`src/rtl/seg_pattern_decoder_if.sv`:
```
// Segment bus plus decoded-code outputs of the seven-segment loop-back monitor.
interface seg_pattern_decoder_if #(
    parameter int unsigned ERR_W = 8
);
    logic [7:0]       seg_data;
    logic [2:0]       seg_number;
    logic             code_valid;
    logic             code_known;
    logic             blank;
    logic             stable;
    logic [ERR_W-1:0] err_count;

    modport master (
        output seg_data,
        input  seg_number, code_valid, code_known, blank, stable, err_count
    );

    modport slave (
        input  seg_data,
        output seg_number, code_valid, code_known, blank, stable, err_count
    );
endinterface

```
`src/rtl/seg_pattern_decoder.sv`:
```
// Samples an active-low seven-segment bus, waits for it to settle and decodes
// it back to a 3-bit character code; unknown published patterns are counted.
module seg_pattern_decoder #(
    parameter int unsigned STABLE_CYCLES = 4,
    parameter int unsigned CNT_W         = 3,
    parameter int unsigned ERR_W         = 8
) (
    input  logic                  clk,
    input  logic                  rst_n,
    seg_pattern_decoder_if.slave  bus
);
    localparam logic [CNT_W-1:0] CNT_LAST = CNT_W'(STABLE_CYCLES - 1);
    localparam logic [ERR_W-1:0] ERR_MAX  = '1;

    typedef enum logic {S_LOCKED, S_SETTLE} state_t;

    state_t           state, state_nxt;
    logic [7:0]       seg_q, cand, cand_nxt, pub;
    logic [CNT_W-1:0] cnt, cnt_nxt;
    logic             publish;

    logic [2:0]       seg_number;
    logic             code_valid, code_known, blank, stable;
    logic [ERR_W-1:0] err_count;

    logic [2:0]       dec_num;
    logic             dec_known, dec_blank;

    // Settle FSM: any change of the sampled bus restarts the stability window.
    always_comb begin
        state_nxt = state;
        cand_nxt  = cand;
        cnt_nxt   = cnt;
        publish   = 1'b0;
        case (state)
            S_LOCKED: begin
                if (seg_q != cand) begin
                    cand_nxt  = seg_q;
                    cnt_nxt   = '0;
                    state_nxt = S_SETTLE;
                end
            end
            S_SETTLE: begin
                if (seg_q != cand) begin
                    cand_nxt = seg_q;
                    cnt_nxt  = '0;
                end else if (cnt == CNT_LAST) begin
                    state_nxt = S_LOCKED;
                    publish   = (cand != pub);
                end else begin
                    cnt_nxt = cnt + CNT_W'(1);
                end
            end
            default: state_nxt = S_LOCKED;
        endcase
    end

    // Full 8-bit match, so a lit decimal point never decodes as a character.
    always_comb begin
        dec_num   = 3'd0;
        dec_known = 1'b0;
        dec_blank = 1'b0;
        case (cand)
            8'hC6: begin dec_num = 3'd1; dec_known = 1'b1; end
            8'h92: begin dec_num = 3'd3; dec_known = 1'b1; end
            8'hCF: begin dec_num = 3'd5; dec_known = 1'b1; end
            8'h86: begin dec_num = 3'd7; dec_known = 1'b1; end
            8'hFF: begin dec_known = 1'b1; dec_blank = 1'b1; end
            default: ;
        endcase
    end

    always_ff @(posedge clk or negedge rst_n) begin
        if (!rst_n) begin
            seg_q      <= 8'hFF;
            cand       <= 8'hFF;
            pub        <= 8'hFF;
            cnt        <= '0;
            state      <= S_LOCKED;
            seg_number <= 3'd0;
            code_valid <= 1'b0;
            code_known <= 1'b1;
            blank      <= 1'b1;
            stable     <= 1'b1;
            err_count  <= '0;
        end else begin
            seg_q      <= bus.seg_data;
            cand       <= cand_nxt;
            cnt        <= cnt_nxt;
            state      <= state_nxt;
            stable     <= (state_nxt == S_LOCKED);
            code_valid <= publish;
            if (publish) begin
                pub        <= cand;
                seg_number <= dec_num;
                code_known <= dec_known;
                blank      <= dec_blank;
                if (!dec_known && err_count != ERR_MAX) begin
                    err_count <= err_count + ERR_W'(1);
                end
            end
        end
    end

    assign bus.seg_number = seg_number;
    assign bus.code_valid = code_valid;
    assign bus.code_known = code_known;
    assign bus.blank      = blank;
    assign bus.stable     = stable;
    assign bus.err_count  = err_count;
endmodule

```
`src/flat_wrapper.sv`:
```
// flat-port wrapper written by rule: the top's interface ports become plain ports
module seg_pattern_decoder_flat 
#(
    parameter int unsigned STABLE_CYCLES = 4,
    parameter int unsigned CNT_W         = 3,
    parameter int unsigned ERR_W         = 8
)
  (clk, rst_n, bus_seg_data, bus_seg_number, bus_code_valid, bus_code_known, bus_blank, bus_stable, bus_err_count);
  seg_pattern_decoder_if #(.ERR_W(ERR_W)) bus_i ();
  input  logic clk;
  input  logic rst_n;
  input wire logic [$bits(bus_i.seg_data)-1:0] bus_seg_data;
  output wire logic [$bits(bus_i.seg_number)-1:0] bus_seg_number;
  output wire logic [$bits(bus_i.code_valid)-1:0] bus_code_valid;
  output wire logic [$bits(bus_i.code_known)-1:0] bus_code_known;
  output wire logic [$bits(bus_i.blank)-1:0] bus_blank;
  output wire logic [$bits(bus_i.stable)-1:0] bus_stable;
  output wire logic [$bits(bus_i.err_count)-1:0] bus_err_count;
  assign bus_i.seg_data = bus_seg_data;
  assign bus_seg_number = bus_i.seg_number;
  assign bus_code_valid = bus_i.code_valid;
  assign bus_code_known = bus_i.code_known;
  assign bus_blank = bus_i.blank;
  assign bus_stable = bus_i.stable;
  assign bus_err_count = bus_i.err_count;
  seg_pattern_decoder #(.STABLE_CYCLES(STABLE_CYCLES), .CNT_W(CNT_W), .ERR_W(ERR_W)) u_core (.clk(clk), .rst_n(rst_n), .bus(bus_i));
endmodule
```
`config.mk`:
```
export PLATFORM = sky130hd
export DESIGN_NAME = seg_pattern_decoder_flat
export DESIGN_NICKNAME = d
export VERILOG_FILES = /design/src/rtl/seg_pattern_decoder_if.sv /design/src/rtl/seg_pattern_decoder.sv /design/src/flat_wrapper.sv
export SDC_FILE = /design/constraint.sdc
export NUM_CORES = 1
export LEC_CHECK = 0
export ABC_AREA = 1
export CELL_PAD_IN_SITES_DETAIL_PLACEMENT = 1
export CELL_PAD_IN_SITES_GLOBAL_PLACEMENT = 1
export CORE_ASPECT_RATIO = 1.75
export CORE_MARGIN = 2
export CORE_UTILIZATION = 43
export CTS_BUF_LIST = sky130_fd_sc_hd__clkbuf_2
export DETAILED_ROUTE_END_ITERATION = 7
export PLACE_DENSITY = 0.83
export SETUP_SLACK_MARGIN = 0.3
export SLEW_MARGIN = 40
export SYNTH_ARGS = -nofsm -noshare
export SYNTH_HDL_FRONTEND = slang
export SYNTH_SLANG_ARGS = --single-unit
```
`constraint.sdc`:
```
create_clock -name clk -period 2.04 [get_ports clk]
set_input_delay 0.204 -clock clk [delete_from_list [all_inputs] [get_ports clk]]
set_output_delay 0.204 -clock clk [all_outputs]
set_load 0.03 [all_outputs]
```
==> impl_metrics.json, run 1 <==
{
  "post-place-ws_ns": 0.2288,
  "multi_input_area_sq_um": 814.5,
  "status": "complete, no violations",
  "cts_tree": "built",
  "place_area_sq_mm": 0.002296,
  "ios": 25,
  "worst_slack_ns": 0.3351,
  "p_leak_nw": 1.248,
  "hold_violations": 0,
  "port_buffers": 24,
  "maxCapViolCount": 0,
  "nNetsFinal": 279,
  "grt_pass1_wl_mm": 7.590,
  "crit_path_end_kind": "register",
  "synth_common_cells": "nand2_1 (80), dfstp_2 (27), inv_1 (20)",
  "antenna_found_initial": 0,
  "grt_pass1_vias": 1669,
  "yosysTopAreaCell": "dfstp_2",
  "crit_fanout": 8,
  "initial_core_util_pct": 43.83,
  "fin_area_sq_mm": 0.002467,
  "antenna_cells": 0,
  "rows": 33,
  "fp.dieW_microns": 55.90,
  "clock_path_buffers": 2,
  "yosysUniqueCellTypes": 26,
  "wl_per_cell_microns": 15.35,
  "dp_hpwl_mm": 3.505,
  "coreArea_sq_mm": 0.004624,
  "ys_seq_elements": 43,
  "cts_made_buffers": 5,
  "regArea_sq_mm": 0.001110,
  "avgViaCountPerCell": 4.987,
  "start_kind": "register",
  "cts.sinks": 43,
  "syn-num-nets": 245,
  "grt_overflow_total": 0,
  "htree_levels": 2,
  "grt_max_degree": 44,
  "hold_class": "in -> reg",
  "cp.arrival_ns": 2.06,
  "power.density_mw_per_mm2": 554.8,
  "peakVddDrop_v": 0.0003294,
  "period_share_pct": 83.57,
  "seq_area_frac_synth_pct": 54.75,
  "fp.dieH_microns": 94.83,
  "route.detailed.drc": 0,
  "fmax_ghz": 0.5865,
  "num_vias": 1591,
  "synth.area.top_cells": "dfstp_2 (35%), dfrtp_1 (20%), nand2_1 (15%)",
  "tightest_slew_ns": 0.5357,
  "area_growth_pct": 21.73,
  "setup_viol": 0,
  "syn-cell-area_sq_mm": 0.002027,
  "layout_min_cycle_time_ns": 1.705,
  "rsz0062_at_grt": "true",
  "grt_usage_pct": 18.88,
  "clockRootBuffer": "clkbuf_2",
  "timing.setup.tns_ns": 0,
  "die-area_sq_mm": 0.005301,
  "cp.required_ns": 2.40,
  "dr.pass1.iters": 4,
  "syn_area_per_cell_sq_um": 8.737,
  "maxSlewHeadroom_pct": 64.29,
  "drive_gt1_share_pct": 26.97,
  "drtIter0Drc": 25,
  "synth_ff_type": "dfstp_2",
  "synthArstFlopShare_pct": 100.0,
  "ys_warn_count": 0,
  "skew_ns": 0.01896,
  "path_class": "reg -> reg",
  "post-synth-top-count-cell": "nand2_1",
  "clk_pin_slew_ns": 0.22,
  "antenna_left": 0,
  "synthCells": 232,
  "worstSkewPairLatency_ns": 0.43,
  "slew_violations": 0,
  "routed_wl_mm": 4.896,
  "synth_edf_count": 0,
  "num-fill-cells": 570,
  "synth_top_area_share_pct": 35.00,
  "gp_congestion": 0.7983
}
==> path summary, 6_finish.rpt <==
kind	start	endpoint	slack (ns)	depth (start not counted)
max reg2reg	u_core.cand[0]	u_core.pub[2]	0.34	9
max in group asynchronous	rst_n	u_core.bus.blank	1.30	3
min in group asynchronous	rst_n	u_core.bus.seg_number[2]	0.34	3
max	u_core.cand[0]	u_core.pub[2]	0.34	9
min	bus_seg_data[1]	u_core.seg_q[1]	0.14	1
min reg2reg	u_core.seg_q[7]	u_core.cand[7]	0.39	0
==> stage by stage <==
stage | utilization, % | power, W | cells | hold slack [ns]
2_1_floorplan | - | 0.0009568 | 232 | -0.09159
3_3_place_gp | 49.65 | 0.001001 | 301 | 0.3033
3_5_place_dp | 49.65 | 0.001005 | 301 | 0.3099
4_1_cts | 50.81 | 0.001360 | 312 | 0.1459
5_1_grt | 53.36 | 0.001430 | 319 | 0.1076
6_report | 53.36 | 0.001369 | 319 | 0.1423
==> layout by cell type (no fill, tap or decap), types with 5 or more instances in the layout <==
| master | synthesis | layout |
|---|---|---|
| clkdlybuf4s50_1 | 0 | 9 |
| dfrtp_1 | 16 | 16 |
| dfstp_2 | 27 | 27 |
| clkbuf_2 | 0 | 5 |
| nor2_1 | 14 | 12 |
| nand2_1 | 80 | 76 |
| dlygate4sd2_1 | 0 | 13 |
| inv_1 | 20 | 20 |
| buf_4 | 0 | 12 |
| o21ai_1 | 11 | 8 |
| nand3_1 | 14 | 13 |
| xnor2_1 | 9 | 9 |
| inv_2 | 5 | 5 |
==> cells by family (layout without fill, tap and decap cells) <==
family	after synthesis	in the layout	share of synthesized area, %
simple gates	120	120	25.12
flops	43	43	54.75
buf+inv	37	72	8.024
compound gates	15	15	3.827
xor+xnor	14	14	6.420
fa+ha+maj	3	3	1.852
==> timing repair <==
item                       4_1_cts  5_1_grt
resized for setup               14       17
pin swaps                        1        2
hold buffers                     1        0
buffers inserted                 2        7
gates cloned                     0        0
hold endpoints to repair        16        0
setup endpoints to repair       23       22
==> critical path, cell delays in order, from the launching register on <==
cell     delay (ns)
dfstp_2        0.64
nand2_1        0.07
nand2_1        0.10
nand2_1        0.08
nor2_2         0.14
nand3_2        0.13
nor2_4         0.17
buf_6          0.17
nand2_2        0.05
o21ai_1        0.08
==> state kept, by name (all words and copies together), names as in the netlist <==
| signal | count |
|---|---|
| u_core.bus.blank | 1 |
| u_core.bus.code_known | 1 |
| u_core.bus.code_valid | 1 |
| u_core.bus.err_count | 8 |
| u_core.bus.seg_number | 3 |
| u_core.bus.stable | 1 |
| u_core.cand | 8 |
| u_core.cnt | 3 |
| u_core.pub | 8 |
| u_core.seg_q | 8 |
| u_core.state | 1 |
==> layer usage <==
layer	track usage, %	wire (microns)
met1	18.24	1810
met2	38.10	2841
met3	3.699	120
met4	7.540	124
met5	0	0
==> area by class of cell <==
cell class                      count  area share, %
Clock buffer                        5          1.014
Clock inverter                      3         0.6085
Inverter                           25          3.803
Multi-Input combinational cell    152          33.01
Sequential cell                    43          44.98
Tap cell                           52          2.637
Timing Repair Buffer               39          13.95
==> report_power, final <==
group          switching, W  internal, W
clock network      0.000285    0.0000761
registers         0.0000220     0.000885
logic             0.0000544    0.0000461
No activity file was read; power rests on OpenSTA's default activity.
==> run 2, diff against run 1 <==
==> constraint.sdc (replaced) <==
create_clock -name clk -period 1.74 [get_ports clk]
set_input_delay 0.174 -clock clk [delete_from_list [all_inputs] [get_ports clk]]
set_output_delay 0.174 -clock clk [all_outputs]
set_load 0.03 [all_outputs]
==> run 2 against run 1 <==
The flow now finishes with violations (negative setup slack). Sequential power is 17% higher. Maximum frequency is 5.9% lower. Sequential share of layout area is 6.8 points lower. Highest routed layer unchanged.
==> impl_metrics.json, run 2 (synthesized netlist as in run 1, its figures left out) <==
{
  "crit_path_end": "u_core.pub[0]",
  "combPwrFrac_pct": 9.4,
  "ios": 25,
  "fin_area_sq_mm": 0.002914,
  "grt_overflow_total": 0,
  "avgViaCountPerCell": 5.241,
  "crit_path_start": "u_core.cand[6]",
  "peakVddDrop_v": 0.0006247,
  "power.density_mw_per_mm2": 563.2,
  "clockPowerShare_pct": 26.0,
  "worst_slack_ns": -0.07102,
  "slew_violations": 0,
  "status": "finished, violations left",
  "drtIter0Drc": 63,
  "slowest_stage": "dfstp_2",
  "cpPeakStageDelay_ns": 0.64,
  "maxCapViolCount": 0,
  "fp.dieH_microns": 94.83,
  "p_seq_share_pct": 64.6,
  "p_sw_w": 0.0004439,
  "cpMostUsedCell": "nand2_1",
  "r2r_cells": 9,
  "p_leak_nw": 1.413,
  "clk_pin_slew_ns": 0.21,
  "grt_usage_pct": 24.11,
  "clockRootBuffer": "clkbuf_2",
  "p_sw_share_pct": 27.04,
  "finalNonFillerCells": 344,
  "fmax_ghz": 0.5522,
  "path_class": "reg -> reg",
  "rsz0062_at_grt": "true",
  "initial_core_util_pct": 43.83,
  "grt_pass1_wl_mm": 9.535,
  "cp_cell_sequence": "xnor2_1 -> nand2_1 -> nor2_2 -> nand3_2 -> nor2_4 -> buf_6 -> buf_16 -> nand2_1 -> o21ai_2",
  "gp_congestion": 0.7850,
  "start_kind": "register",
  "cts.sinks": 43,
  "final_cell_mix": "nand2_1 (58), buf_4 (27), dfstp_2 (27), inv_1 (17), nand2_2 (16)",
  "p_int_w": 0.001197,
  "grt_max_degree": 44,
  "nNetsFinal": 304,
  "place_inst": 301,
  "cp.required_ns": 2.12,
  "routed_wl_mm": 6.469,
  "final_common_cell": "nand2_1",
  "cp.arrival_ns": 2.19,
  "antenna_left": 0,
  "tightest_slew_ns": 0.5392,
  "worstSkewPairLatency_ns": 0.43,
  "setup_viol": 18,
  "die-area_sq_mm": 0.005301,
  "r2r_start": "u_core.cand[6]",
  "crit_fanout": 5,
  "dp_hpwl_mm": 3.409,
  "r2r_slack_ns": -0.07,
  "maxSlewHeadroom_pct": 64.05,
  "power_w": 0.001641,
  "antenna_found_initial": 0,
  "place_area_sq_mm": 0.002338,
  "crit_path_end_kind": "register",
  "port_buffers": 24,
  "coreArea_sq_mm": 0.004624,
  "cts_made_buffers": 5,
  "hold_violations": 0,
  "rows": 33,
  "area_growth_pct": 43.77,
  "cts_tree": "built",
  "dr.pass1.iters": 4,
  "skew_ns": 0.007621,
  "drive_gt1_share_pct": 51.37,
  "num_vias": 1803,
  "layout_min_cycle_time_ns": 1.811,
  "r2r-end": "u_core.pub[0]",
  "clock_path_buffers": 2,
  "violations": "negative setup slack",
  "antenna_cells": 0,
  "hold_class": "in -> reg",
  "fp.dieW_microns": 55.90,
  "grt_pass1_vias": 1893,
  "period_share_pct": 104.1,
  "post-place-ws_ns": -0.01031,
  "route.detailed.drc": 0,
  "htree_levels": 2,
  "wl_per_cell_microns": 18.81
}
==> run 2: cell count changes in the layout (fill, tap and decap cells not counted), sizes merged <==
cell	previous run	this run
buf	15	43
clkbuf	5	12
clkdlybuf4s15	0	4
clkdlybuf4s50	9	8
dlygate4sd2	13	0
dlymetal6s2s	1	0
nand2	82	83
==> run 2: power by group through the flow <==
stage | registers [W] | logic (W) | clock network [W]
finish | 0.00106 | 0.000154 | 0.000426
global route | 0.00107 | 0.000168 | 0.000484
CTS | 0.00106 | 0.000140 | 0.000435
detailed placement | 0.00108 | 0.000101 | 0
global placement | 0.00108 | 0.0000973 | 0
floorplan | 0.00107 | 0.0000582 | 0
==> run 2: worst min-delay path by stage <==
| stage | start | to | slack [ns] | cells past startpoint |
|---|---|---|---|---|
| floorplan | rst_n | u_core.bus.code_valid | -0.12 | 0 |
| global placement | rst_n | u_core.state | 0.27 | 2 |
| detailed placement | rst_n | u_core.cnt[1] | 0.27 | 2 |
| CTS | bus_seg_data[0] | u_core.seg_q[0] | 0.11 | 1 |
| global route | bus_seg_data[1] | u_core.seg_q[1] | 0.07 | 1 |
| finish | bus_seg_data[0] | u_core.seg_q[0] | 0.11 | 1 |
==> run 2: layout make-up <==
| class | instances | area, sq um |
|---|---|---|
| Fill cell | 534 | 1710 |
| Sequential cell | 43 | 1112 |
| Multi-Input combinational cell | 153 | 1011 |
| Timing Repair Buffer | 63 | 576.8 |
| Inverter | 25 | 108.9 |
| Tap cell | 52 | 65.06 |
| Clock buffer | 5 | 25.02 |
| Clock inverter | 3 | 15.01 |
==> run 2: critical path: cells and delay by family, from the launching register on <==
kind / cells / cell delay [ns]
buf+inv: 2 / 0.27
simple gates: 5 / 0.65
xor+xnor: 1 / 0.13
flops: 1 / 0.64
compound gates: 1 / 0.07
==> run 2: repair_timing <==
item                                   CTS  global route
gates cloned                             2             1
hold buffers                             1             0
endpoints found under the hold margin   16             0
resized for setup                       69            63
setup buffers                           26             5
setup endpoints to repair               39            39
pin swaps                               18            14
==> run 2: per-stage QoR <==
stage | util, % | hold WS (ns) | TNS, ns
after floorplan | - | -0.1216 | 0
after global placement | 50.57 | 0.2669 | 0
after detailed placement | 50.57 | 0.2746 | -0.01031
after CTS | 59.12 | 0.1067 | 0
after global routing | 63.01 | 0.07487 | -2.612
final | 63.01 | 0.1095 | -0.7358
==> run 2: routing by layer <==
layer	vias up	global-route usage, %	share of wire, %	routed length [microns]
met2	41	46.73	58	3732
met3	26	4.521	2.9	189
met4	0	12.10	4.5	290
met1	908	24.03	35	2257
li1	828	-	-	-
met5	-	0	0	0
